==> src/rtl/relogio_pkg.sv <==
// Shared definitions for the clock chain: hour width and limits, the adjust
// FSM state type, and the 24h-to-12h mapping used when HORAS_12H_EN is set.
package relogio_pkg;

    localparam int HORAS_W = 5;
    localparam logic [HORAS_W-1:0] HORAS_MAX = 5'd23;
    localparam logic [HORAS_W:0] HORAS_MOD = 6'd24;

    typedef enum logic [1:0] {
        IDLE   = 2'd0,
        HOLD   = 2'd1,
        REPEAT = 2'd2
    } adj_state_t;

    // Returns {pm, hour12}: 0 -> 12 AM, 1..11 AM, 12 -> 12 PM, 13..23 -> h-12 PM
    function automatic logic [4:0] hora_12h(input logic [HORAS_W-1:0] h);
        logic [4:0] r;
        if (h == 5'd0) begin
            r = {1'b0, 4'd12};
        end else if (h < 5'd12) begin
            r = {1'b0, h[3:0]};
        end else if (h == 5'd12) begin
            r = {1'b1, 4'd12};
        end else begin
            r = {1'b1, 4'(h - 5'd12)};
        end
        return r;
    endfunction

endpackage

==> src/rtl/ajuste_botao.sv <==
// Adjust push-button front end: 2-flop synchronizer, rising-edge detect and a
// hold-to-auto-repeat FSM. Emits a one-cycle step pulse for every adjust step.
module ajuste_botao
    import relogio_pkg::*;
#(
    parameter int HOLD_CYCLES   = 50_000_000,
    parameter int REPEAT_CYCLES = 12_500_000
) (
    input  logic clk_i,
    input  logic rstn_i,
    input  logic adj_i,
    output logic step_o
);

    localparam int CNT_MAX = (HOLD_CYCLES > REPEAT_CYCLES) ? HOLD_CYCLES : REPEAT_CYCLES;
    localparam int CNT_W   = $clog2(CNT_MAX);
    localparam logic [CNT_W-1:0] HOLD_LAST   = CNT_W'(HOLD_CYCLES - 1);
    localparam logic [CNT_W-1:0] REPEAT_LAST = CNT_W'(REPEAT_CYCLES - 1);

    logic [1:0]       sync_r;
    logic             adj_s;
    logic             adj_prev_r;
    adj_state_t       state_r;
    adj_state_t       state_s;
    logic [CNT_W-1:0] cnt_r;
    logic [CNT_W-1:0] cnt_s;
    logic             step_s;

    assign adj_s  = sync_r[1];
    assign step_o = step_s;

    // Synchronize the raw button and keep last cycle's synchronized level for edge detect
    always_ff @(posedge clk_i or negedge rstn_i) begin
        if (!rstn_i) begin
            sync_r     <= 2'b00;
            adj_prev_r <= 1'b0;
        end else begin
            sync_r     <= {sync_r[0], adj_i};
            adj_prev_r <= sync_r[1];
        end
    end

    // FSM state and shared hold/repeat counter
    always_ff @(posedge clk_i or negedge rstn_i) begin
        if (!rstn_i) begin
            state_r <= IDLE;
            cnt_r   <= '0;
        end else begin
            state_r <= state_s;
            cnt_r   <= cnt_s;
        end
    end

    // Next state, counter and step: first step on press, then after hold, then every repeat period
    always_comb begin
        state_s = state_r;
        cnt_s   = cnt_r;
        step_s  = 1'b0;
        case (state_r)
            IDLE: begin
                if (adj_s && !adj_prev_r) begin
                    step_s  = 1'b1;
                    state_s = HOLD;
                    cnt_s   = '0;
                end else begin
                    state_s = IDLE;
                    cnt_s   = '0;
                end
            end
            HOLD: begin
                if (adj_s) begin
                    if (cnt_r == HOLD_LAST) begin
                        step_s  = 1'b1;
                        state_s = REPEAT;
                        cnt_s   = '0;
                    end else begin
                        cnt_s = cnt_r + CNT_W'(1);
                    end
                end else begin
                    state_s = IDLE;
                    cnt_s   = '0;
                end
            end
            REPEAT: begin
                if (adj_s) begin
                    if (cnt_r == REPEAT_LAST) begin
                        step_s = 1'b1;
                        cnt_s  = '0;
                    end else begin
                        cnt_s = cnt_r + CNT_W'(1);
                    end
                end else begin
                    state_s = IDLE;
                    cnt_s   = '0;
                end
            end
            default: begin
                state_s = IDLE;
                cnt_s   = '0;
            end
        endcase
    end

endmodule

==> src/rtl/horas.sv <==
// Hour stage (0-23) of the clock chain: counts minute carries, adds manual
// adjust steps, and emits a registered one-cycle day carry on a carry wrap.
// Optional macro HORAS_12H_EN adds registered 12-hour outputs horas12_o/pm_o.
module horas
    import relogio_pkg::*;
#(
    parameter int HOLD_CYCLES   = 50_000_000,
    parameter int REPEAT_CYCLES = 12_500_000
) (
    input  logic               clk_i,
    input  logic               rstn_i,
    input  logic               inc_hora_i,
    input  logic               adj_i,
    output logic [HORAS_W-1:0] horas_o,
    output logic               inc_dia_o
`ifdef HORAS_12H_EN
    ,
    output logic [3:0]         horas12_o,
    output logic               pm_o
`endif
);

    logic               step_s;
    logic [HORAS_W:0]   sum_s;
    logic [HORAS_W:0]   red1_s;
    logic [HORAS_W-1:0] next_s;
    logic               dia_s;
    logic [HORAS_W-1:0] horas_r;
    logic               dia_r;

    ajuste_botao #(
        .HOLD_CYCLES  (HOLD_CYCLES),
        .REPEAT_CYCLES(REPEAT_CYCLES)
    ) u_ajuste (
        .clk_i (clk_i),
        .rstn_i(rstn_i),
        .adj_i (adj_i),
        .step_o(step_s)
    );

    // Carry and adjust combine into one 6-bit sum, folded back into 0..23;
    // only a carry out of 23 produces a day carry
    always_comb begin
        sum_s = {1'b0, horas_r} + {5'b0, inc_hora_i} + {5'b0, step_s};
        if (sum_s >= HORAS_MOD) begin
            red1_s = sum_s - HORAS_MOD;
        end else begin
            red1_s = sum_s;
        end
        if (red1_s >= HORAS_MOD) begin
            next_s = 5'(red1_s - HORAS_MOD);
        end else begin
            next_s = 5'(red1_s);
        end
        if (inc_hora_i && (horas_r == HORAS_MAX)) begin
            dia_s = 1'b1;
        end else begin
            dia_s = 1'b0;
        end
    end

    // Hour counter and day-carry registers
    always_ff @(posedge clk_i or negedge rstn_i) begin
        if (!rstn_i) begin
            horas_r <= '0;
            dia_r   <= 1'b0;
        end else begin
            horas_r <= next_s;
            dia_r   <= dia_s;
        end
    end

    assign horas_o   = horas_r;
    assign inc_dia_o = dia_r;

`ifdef HORAS_12H_EN
    logic [3:0] h12_r;
    logic       pm_r;

    // 12-hour view registered from the same next value as the hour counter
    always_ff @(posedge clk_i or negedge rstn_i) begin
        if (!rstn_i) begin
            h12_r <= 4'd12;
            pm_r  <= 1'b0;
        end else begin
            {pm_r, h12_r} <= hora_12h(next_s);
        end
    end

    assign horas12_o = h12_r;
    assign pm_o      = pm_r;
`endif

endmodule

==> config.mk <==
export PLATFORM = sky130hd
export DESIGN_NAME = horas
export DESIGN_NICKNAME = d
export VERILOG_FILES = /design/src/rtl/relogio_pkg.sv /design/src/rtl/ajuste_botao.sv /design/src/rtl/horas.sv
export SDC_FILE = /design/constraint.sdc
export NUM_CORES = 1
export LEC_CHECK = 0
export ABC_AREA = 1
export ABC_CLOCK_PERIOD_IN_PS = 3800
export CORE_UTILIZATION = 40
export CTS_CLUSTER_SIZE = 24
export DETAILED_ROUTE_END_ITERATION = 12
export PLACE_DENSITY = 0.61
export SETUP_SLACK_MARGIN = 0.15
export SLEW_MARGIN = 0
export SYNTH_ARGS = -nofsm -noshare
export SYNTH_HDL_FRONTEND = slang
export SYNTH_SLANG_ARGS = --single-unit
==> constraint.sdc <==
create_clock -name clk_i -period 3.8 [get_ports clk_i]
set_clock_uncertainty 0.2 [all_clocks]
set_input_delay 0.38 -clock clk_i [delete_from_list [all_inputs] [get_ports clk_i]]
set_output_delay 0.38 -clock clk_i [all_outputs]
set_load 0.01 [all_outputs]
==> flow_metrics.env, run 1 <==
export IMPL_yosysSeqAreaShare=0.3848
export IMPL_violations="negative hold slack"
export IMPL_arrival_ns=3.30
export IMPL_clock_path_buffers=2
export IMPL_hold_path_class="in2async"
export IMPL_cts_hold_buffers=0
export IMPL_die_h_um=79.56
export IMPL_n_antenna_cell=0
export IMPL_cp_required_ns=3.79
export IMPL_p_leak_nw=1.142
export IMPL_syn_area_mm2=0.002406
export IMPL_setup_viol=0
export IMPL_tritoncts_num_buffers=5
export IMPL_synthArstFlopShare=1.000
export IMPL_ioPinCount=10
export IMPL_cap_violations=0
export IMPL_grt_pass1_wl_um=8700
export IMPL_crit_path_end_kind="register"
export IMPL_tightestPinTransition_ns=0.8058
export IMPL_clock_latency_ns=0.30
export IMPL_dp_hpwl_um=3731
export IMPL_r2r_cells=27
export IMPL_ys_ff_latch=37
export IMPL_layout_nets=370
export IMPL_grt_util_all_layers=0.1782
export IMPL_syn_instance_count=343
export IMPL_row_count=27
export IMPL_period_minus_slack_ns=3.305
export IMPL_antenna_found_initial=0
export IMPL_synthFlopType="dfrtp_1"
export IMPL_setup_tns_final_ns=0
export IMPL_synth_edff_count=0
export IMPL_portBuffers=9
export IMPL_viasPerCell=4.770
export IMPL_cp_start_kind="register"
export IMPL_rsz0062_at_grt="no"
export IMPL_rr_startpoint="u_ajuste.cnt_r[0]"
export IMPL_hold_violations=37
export IMPL_slew_viol_final=0
export IMPL_cts_max_level=2
export IMPL_power_mw=1.079
export IMPL_r2r_end="horas_o[3]"
export IMPL_grt_pass1_vias=2002
export IMPL_avgRoutedWirePerCell_um=11.56
export IMPL_fin_crit_sh=0.8697
export IMPL_drive_above_1_share=0.1281
export IMPL_path_clk_slew_ns=0.08
export IMPL_yosysWarningCount=0
export IMPL_r2r_setup_slack_ns=0.49
export IMPL_path_class="reg2reg"
export IMPL_synth_nets=355
export IMPL_slew_headroom=0.4628
export IMPL_ir_drop_mv=0.2779
export IMPL_critPathMaxFanout=6
export IMPL_drtPass1Iterations=5
export IMPL_clockRootBuffer="clkbuf_8"
export IMPL_drt_total_wl_um=4981
export IMPL_whs_ns=-0.03157
export IMPL_syn_to_final_growth_pct=12.17
export IMPL_overflow=0
export IMPL_start_util=0.4265
export IMPL_max_freq_mhz=302.6
export IMPL_place_inst=422
export IMPL_synth_avg_cell_area_um2=7.015
export IMPL_numClockSinks=37
export IMPL_gp_congestion=0.8277
export IMPL_vias=2056
export IMPL_die_area_mm2=0.006329
export IMPL_drtIter0Drc=81
export IMPL_grt_start_max_net_pins=38
export IMPL_core_area_mm2=0.005642
export IMPL_finalNonFillerCells=431
export IMPL_ant_nets=0
export IMPL_dieWidth_um=79.56
export IMPL_cts_tree="yes"
export IMPL_drc_errors=0
export IMPL_power_density_mw_per_mm2=399.9
export IMPL_ys_types=26
export IMPL_status="complete, but fails checks"
[cell usage in the layout, fill, tap and decap left out, types with 7 or more instances in the layout]
cell type / count
clkbuf_8: 7
clkdlybuf4s50_1: 8
dfrtp_1: 37
inv_1: 47
nand2_1: 99
nand2_2: 8
nand3_1: 25
nand4_1: 7
nor2_1: 57
nor2_2: 11
o21ai_0: 10
xor2_1: 9
[cells by family after synthesis]
kind of cell               Yosys count  share of synthesized area
buffers and inverters               53                    0.09256
xor gates and xnor gates            11                    0.04004
and+or+nand+nor                    222                     0.4119
AOI/OAI and AO/OA                   12                    0.02600
adders and majority gates            8                    0.04472
DFF                                 37                     0.3848
[layout make-up]
cell class / instances / area (um2)
clock buffer: 7 / 96.34
multi-input combinational: 253 / 1297
clock inverter: 1 / 5.005
fill: 587 / 2943
inverter: 51 / 191.4
timing repair buffer: 10 / 92.59
tap: 72 / 90.09
sequential: 37 / 925.9
[flip-flops by register name, indices dropped and copies added (netlist names)]
signal and flops:
u_ajuste.adj_prev_r 1, u_ajuste.cnt_r 26, inc_dia_o 1, horas_o 5, u_ajuste.sync_r 2, u_ajuste.state_r 2
[layer usage]
layer / share of wire / GRT usage / vias to the layer above
li1: - / - / 1079
met1: 0.49 / 0.2233 / 945
met2: 0.47 / 0.3043 / 20
met3: 0.021 / 0.03429 / 12
met4: 0.016 / 0.06000 / 0
met5: 0 / 0 / -
[Yosys cell counts, types with 2 or more instances]
cell / instances / area (um2)
nand2_1: 102 / 382.9
nor2_1: 58 / 217.7
inv_1: 50 / 187.7
dfrtp_1: 37 / 925.9
nand3_1: 25 / 125.1
nor2_2: 10 / 62.56
o21ai_0: 10 / 50.05
xor2_1: 9 / 78.83
ha_1: 7 / 87.58
nand4_1: 7 / 43.79
nand2_2: 5 / 31.28
nor2_4: 4 / 45.04
nor3_1: 4 / 20.02
nand3_2: 2 / 20.02
xnor2_1: 2 / 17.52
[worst max-delay path, cell delays in order, from the launching register on]
cell and delay [ns]:
dfrtp_1 0.42, ha_4 0.16, nand2_2 0.07, nor2_4 0.17, nand3_1 0.08, nor2_1 0.10
nand2_1 0.09, nand2_1 0.06, nand3_1 0.06, nand2_1 0.06, nand2_1 0.06, fa_2 0.36
inv_2 0.08, ha_4 0.14, nand3_1 0.06, nand2_1 0.08, nand2_2 0.07, inv_2 0.06
ha_2 0.18, nand2_1 0.05, nor2_1 0.08, nand2_1 0.08, nand2_2 0.10, inv_1 0.05
nand3_1 0.07, nand2_2 0.07, nand3_1 0.08, nand2_1 0.05
[repair_timing]
item	in CTS	in global routing
setup endpoints to repair	0	2
endpoints found under the hold margin	0	0
buffers inserted	0	1
gates resized for setup	0	13
[metrics by stage]
stage / setup WS (ns) / cell area (um2) / util
2_1_floorplan: 0.6116 / 2406 / -
3_3_place_gp: 0.4065 / 2550 / 0.4520
3_5_place_dp: 0.2727 / 2550 / 0.4520
4_1_cts: 0.2546 / 2651 / 0.4699
5_1_grt: 0.1439 / 2699 / 0.4784
6_report: 0.4950 / 2699 / 0.4784
[where the power goes]
part	internal [mW]	switching, mW
clock	0.164	0.148
combinational	0.130	0.172
sequential	0.425	0.0403
total	0.719	0.360
[how the worst max path moves through the flow]
stage / depth (start not counted) / end / start / slack, ns
5_1_grt: 28 / horas_o[3] / u_ajuste.cnt_r[0] / 0.14
2_1_floorplan: 27 / horas_o[4] / u_ajuste.cnt_r[0] / 0.61
4_1_cts: 27 / horas_o[3] / u_ajuste.cnt_r[0] / 0.25
3_5_place_dp: 27 / horas_o[3] / u_ajuste.cnt_r[0] / 0.27
3_3_place_gp: 27 / horas_o[3] / u_ajuste.cnt_r[0] / 0.41
6_report: 27 / horas_o[3] / u_ajuste.cnt_r[0] / 0.49
(Power assumes the default switching activity.)
==> inputs of run 2 (changes only) <==
- ABC_AREA: 1 -> default
- CORE_UTILIZATION: 40 -> 57
- PLACE_DENSITY: 0.61 -> 0.81
- SLEW_MARGIN: 0 -> 20
==> run 2 against run 1 <==
  * The flow now finishes without violations
  * Synthesized cell count is 39% lower
  * Total power grew 10%
  * First-iteration DRC count increased by 84%
  * Final cell count is 35% lower
  * Routed wire length up 6.3%
  * Largest cell class unchanged
  * Largest power group unchanged
  * Clock power is 29% higher
  * Combinational power rose by 5%
  * Critical path depth is 12 lower
  * Design area is 3.8% lower
  * Flip-flop and latch count unchanged
==> flow_metrics.env, run 2 <==
export IMPL_grt_pass1_vias=1728
export IMPL_yosysTopAreaCell="dfrtp_1"
export IMPL_regMostFlops="u_ajuste.cnt_r"
export IMPL_synth_most_common_cell="dfrtp_1"
export IMPL_path_class="reg2reg"
export IMPL_dp_hpwl_um=3362
export IMPL_syn_area_mm2=0.002177
export IMPL_status="completed"
export IMPL_hold_path_class="reg2reg"
export IMPL_tightestPinTransition_ns=0.6984
export IMPL_die_h_um=63.80
export IMPL_p_leak_nw=0.9715
export IMPL_ir_drop_mv=0.4713
export IMPL_viasPerCell=6.591
export IMPL_yosysSeqAreaShare=0.4253
export IMPL_drtPass1Iterations=4
export IMPL_syn_to_final_growth_pct=19.31
export IMPL_synthTopCellsByCount="dfrtp_1, a211oi_1, inv_1, nand2_1, nand3_1"
export IMPL_combPwrFrac=0.266
export IMPL_hold_violations=0
export IMPL_path_clk_slew_ns=0.08
export IMPL_vias=1852
export IMPL_tritoncts_num_buffers=5
export IMPL_start_util=0.5947
export IMPL_arrival_ns=3.52
export IMPL_ys_types=44
export IMPL_drive_above_1_share=0.2103
export IMPL_seqPwrFrac=0.394
export IMPL_row_count=22
export IMPL_synth_avg_cell_area_um2=10.37
export IMPL_switching_share=0.2869
export IMPL_clock_path_buffers=2
export IMPL_largest_reg_flops=26
export IMPL_startpoint="u_ajuste.cnt_r[1]"
export IMPL_cts_max_level=2
export IMPL_grt_start_max_net_pins=38
export IMPL_final_common_cell="dfrtp_1"
export IMPL_r2r_setup_slack_ns=0.27
export IMPL_die_area_mm2=0.004070
export IMPL_synthFlopType="dfrtp_1"
export IMPL_synth_edff_count=0
export IMPL_cp_required_ns=3.79
export IMPL_ant_nets=0
export IMPL_avgRoutedWirePerCell_um=18.84
export IMPL_switchingPower_mw=0.3407
export IMPL_portBuffers=9
export IMPL_max_freq_mhz=283.2
export IMPL_r2r_cells=15
export IMPL_ioPinCount=10
export IMPL_drc_errors=0
export IMPL_numClockSinks=37
export IMPL_rsz0062_at_grt="no"
export IMPL_critPathMaxFanout=4
export IMPL_period_minus_slack_ns=3.531
export IMPL_cts_tree="yes"
export IMPL_fillCellCount=253
export IMPL_r2r_end="horas_o[4]"
export IMPL_gp_congestion=0.9041
export IMPL_crit_path_end_kind="register"
export IMPL_grt_util_all_layers=0.2785
export IMPL_internal_power_mw=0.8468
export IMPL_n_antenna_cell=0
export IMPL_layout_nets=244
export IMPL_slew_viol_final=0
export IMPL_synthArstFlopShare=1.000
export IMPL_synthTopCellsByArea="dfrtp_1, a211oi_1, ha_1"
export IMPL_slew_headroom=0.5344
export IMPL_dieWidth_um=63.80
export IMPL_cp_start_kind="register"
export IMPL_cp_endpoint="horas_o[4]"
export IMPL_core_area_mm2=0.003661
export IMPL_setup_viol=0
export IMPL_clock_latency_ns=0.30
export IMPL_clockRootBuffer="clkbuf_8"
export IMPL_antenna_found_initial=0
export IMPL_mostFrequentLayoutCells="dfrtp_1, buf_4, a211oi_1"
export IMPL_overflow=0
export IMPL_drt_total_wl_um=5295
export IMPL_synth_nets=222
export IMPL_drtIter0Drc=149
export IMPL_grt_pass1_wl_um=8638
export IMPL_whs_ns=0.1743
export IMPL_rr_startpoint="u_ajuste.cnt_r[1]"
export IMPL_power_density_mw_per_mm2=457.2
export IMPL_fin_crit_sh=0.9291
export IMPL_clock_power_share=0.340
export IMPL_synth_top_area_share=0.4253
export IMPL_cap_violations=0
export IMPL_ys_ff_latch=37
export IMPL_final_util=0.7095
export IMPL_syn_instance_count=210
export IMPL_yosysWarningCount=0
run 2: area by class of cell:
cell class | count | area, um2 | share of cell area
multi-input combinational | 151 | 1219 | 0.4692
sequential | 37 | 925.9 | 0.3565
timing repair buffer | 25 | 214.0 | 0.08237
clock buffer | 5 | 68.82 | 0.02649
clock inverter | 3 | 65.06 | 0.02505
tap | 48 | 60.06 | 0.02312
inverter | 12 | 45.04 | 0.01734
run 2: cells by family after synthesis:
group                      after synthesis  share of synthesized area
DFF                                     37                     0.4253
muxes                                    1                   0.004598
AOI/OAI and AO/OA                       51                     0.1925
buffers and inverters                   22                    0.04655
and+or+nand+nor                         77                     0.2253
adders and majority gates                8                    0.04942
xor gates and xnor gates                14                    0.05632
run 2: what timing repair did:
| item | 4_1_cts | 5_1_grt |
|---|---|---|
| setup buffers | 4 | 3 |
| resized for setup | 5 | 9 |
| hold buffers | 0 | 0 |
| pin swaps | 3 | 6 |
| endpoints found under the setup margin | 2 | 2 |
run 2: critical path, cell delays in order (launching register included):
cell	delay (ns)
dfrtp_1	0.37
ha_2	0.19
and4_4	0.24
nand4_1	0.18
o41ai_2	0.35
o21ai_1	0.14
fa_2	0.39
inv_1	0.13
ha_4	0.16
nand3_2	0.08
xnor2_2	0.20
ha_2	0.23
nand2_1	0.09
nor3_4	0.17
o21ai_1	0.10
o221a_2	0.22
run 2: worst min path at each step:
stage | start | end | slack, ns | cells after the start
after floorplan | rstn_i | horas_o[0] | -0.12 | 0
after global placement | u_ajuste.sync_r[0] | u_ajuste.sync_r[1] | 0.13 | 0
after detailed placement | u_ajuste.sync_r[0] | u_ajuste.sync_r[1] | 0.16 | 0
final | u_ajuste.sync_r[0] | u_ajuste.sync_r[1] | 0.17 | 0
after global routing | u_ajuste.sync_r[0] | u_ajuste.sync_r[1] | 0.20 | 0
after CTS | u_ajuste.sync_r[0] | u_ajuste.sync_r[1] | 0.18 | 0
run 2: power groups by stage:
stage | Clock (mW) | Combinational [mW] | Sequential, mW
2_1_floorplan | 0 | 0.124 | 0.472
3_3_place_gp | 0 | 0.234 | 0.463
3_5_place_dp | 0 | 0.251 | 0.467
4_1_cts | 0.405 | 0.283 | 0.462
5_1_grt | 0.422 | 0.343 | 0.473
6_report | 0.404 | 0.316 | 0.468
run 2: through the flow:
stage,instance area (um2),setup TNS (ns),std cells,power [mW],worst slack (ns)
final,2597,0,281,1.188,0.2695
after global routing,2597,0,281,1.239,0.09631
after CTS,2534,0,278,1.150,0.1559
after detailed placement,2352,-0.01229,266,0.7179,-0.01229
after global placement,2352,0,266,0.6961,0.2599
after floorplan,2182,0,210,0.5967,0.1690
run 2: per-layer routing:
metal  wire length, um  global-route usage
met1              2230              0.3820
met2              2615              0.4322
met3               329             0.07321
met4               121             0.08239
met5                 0                   0
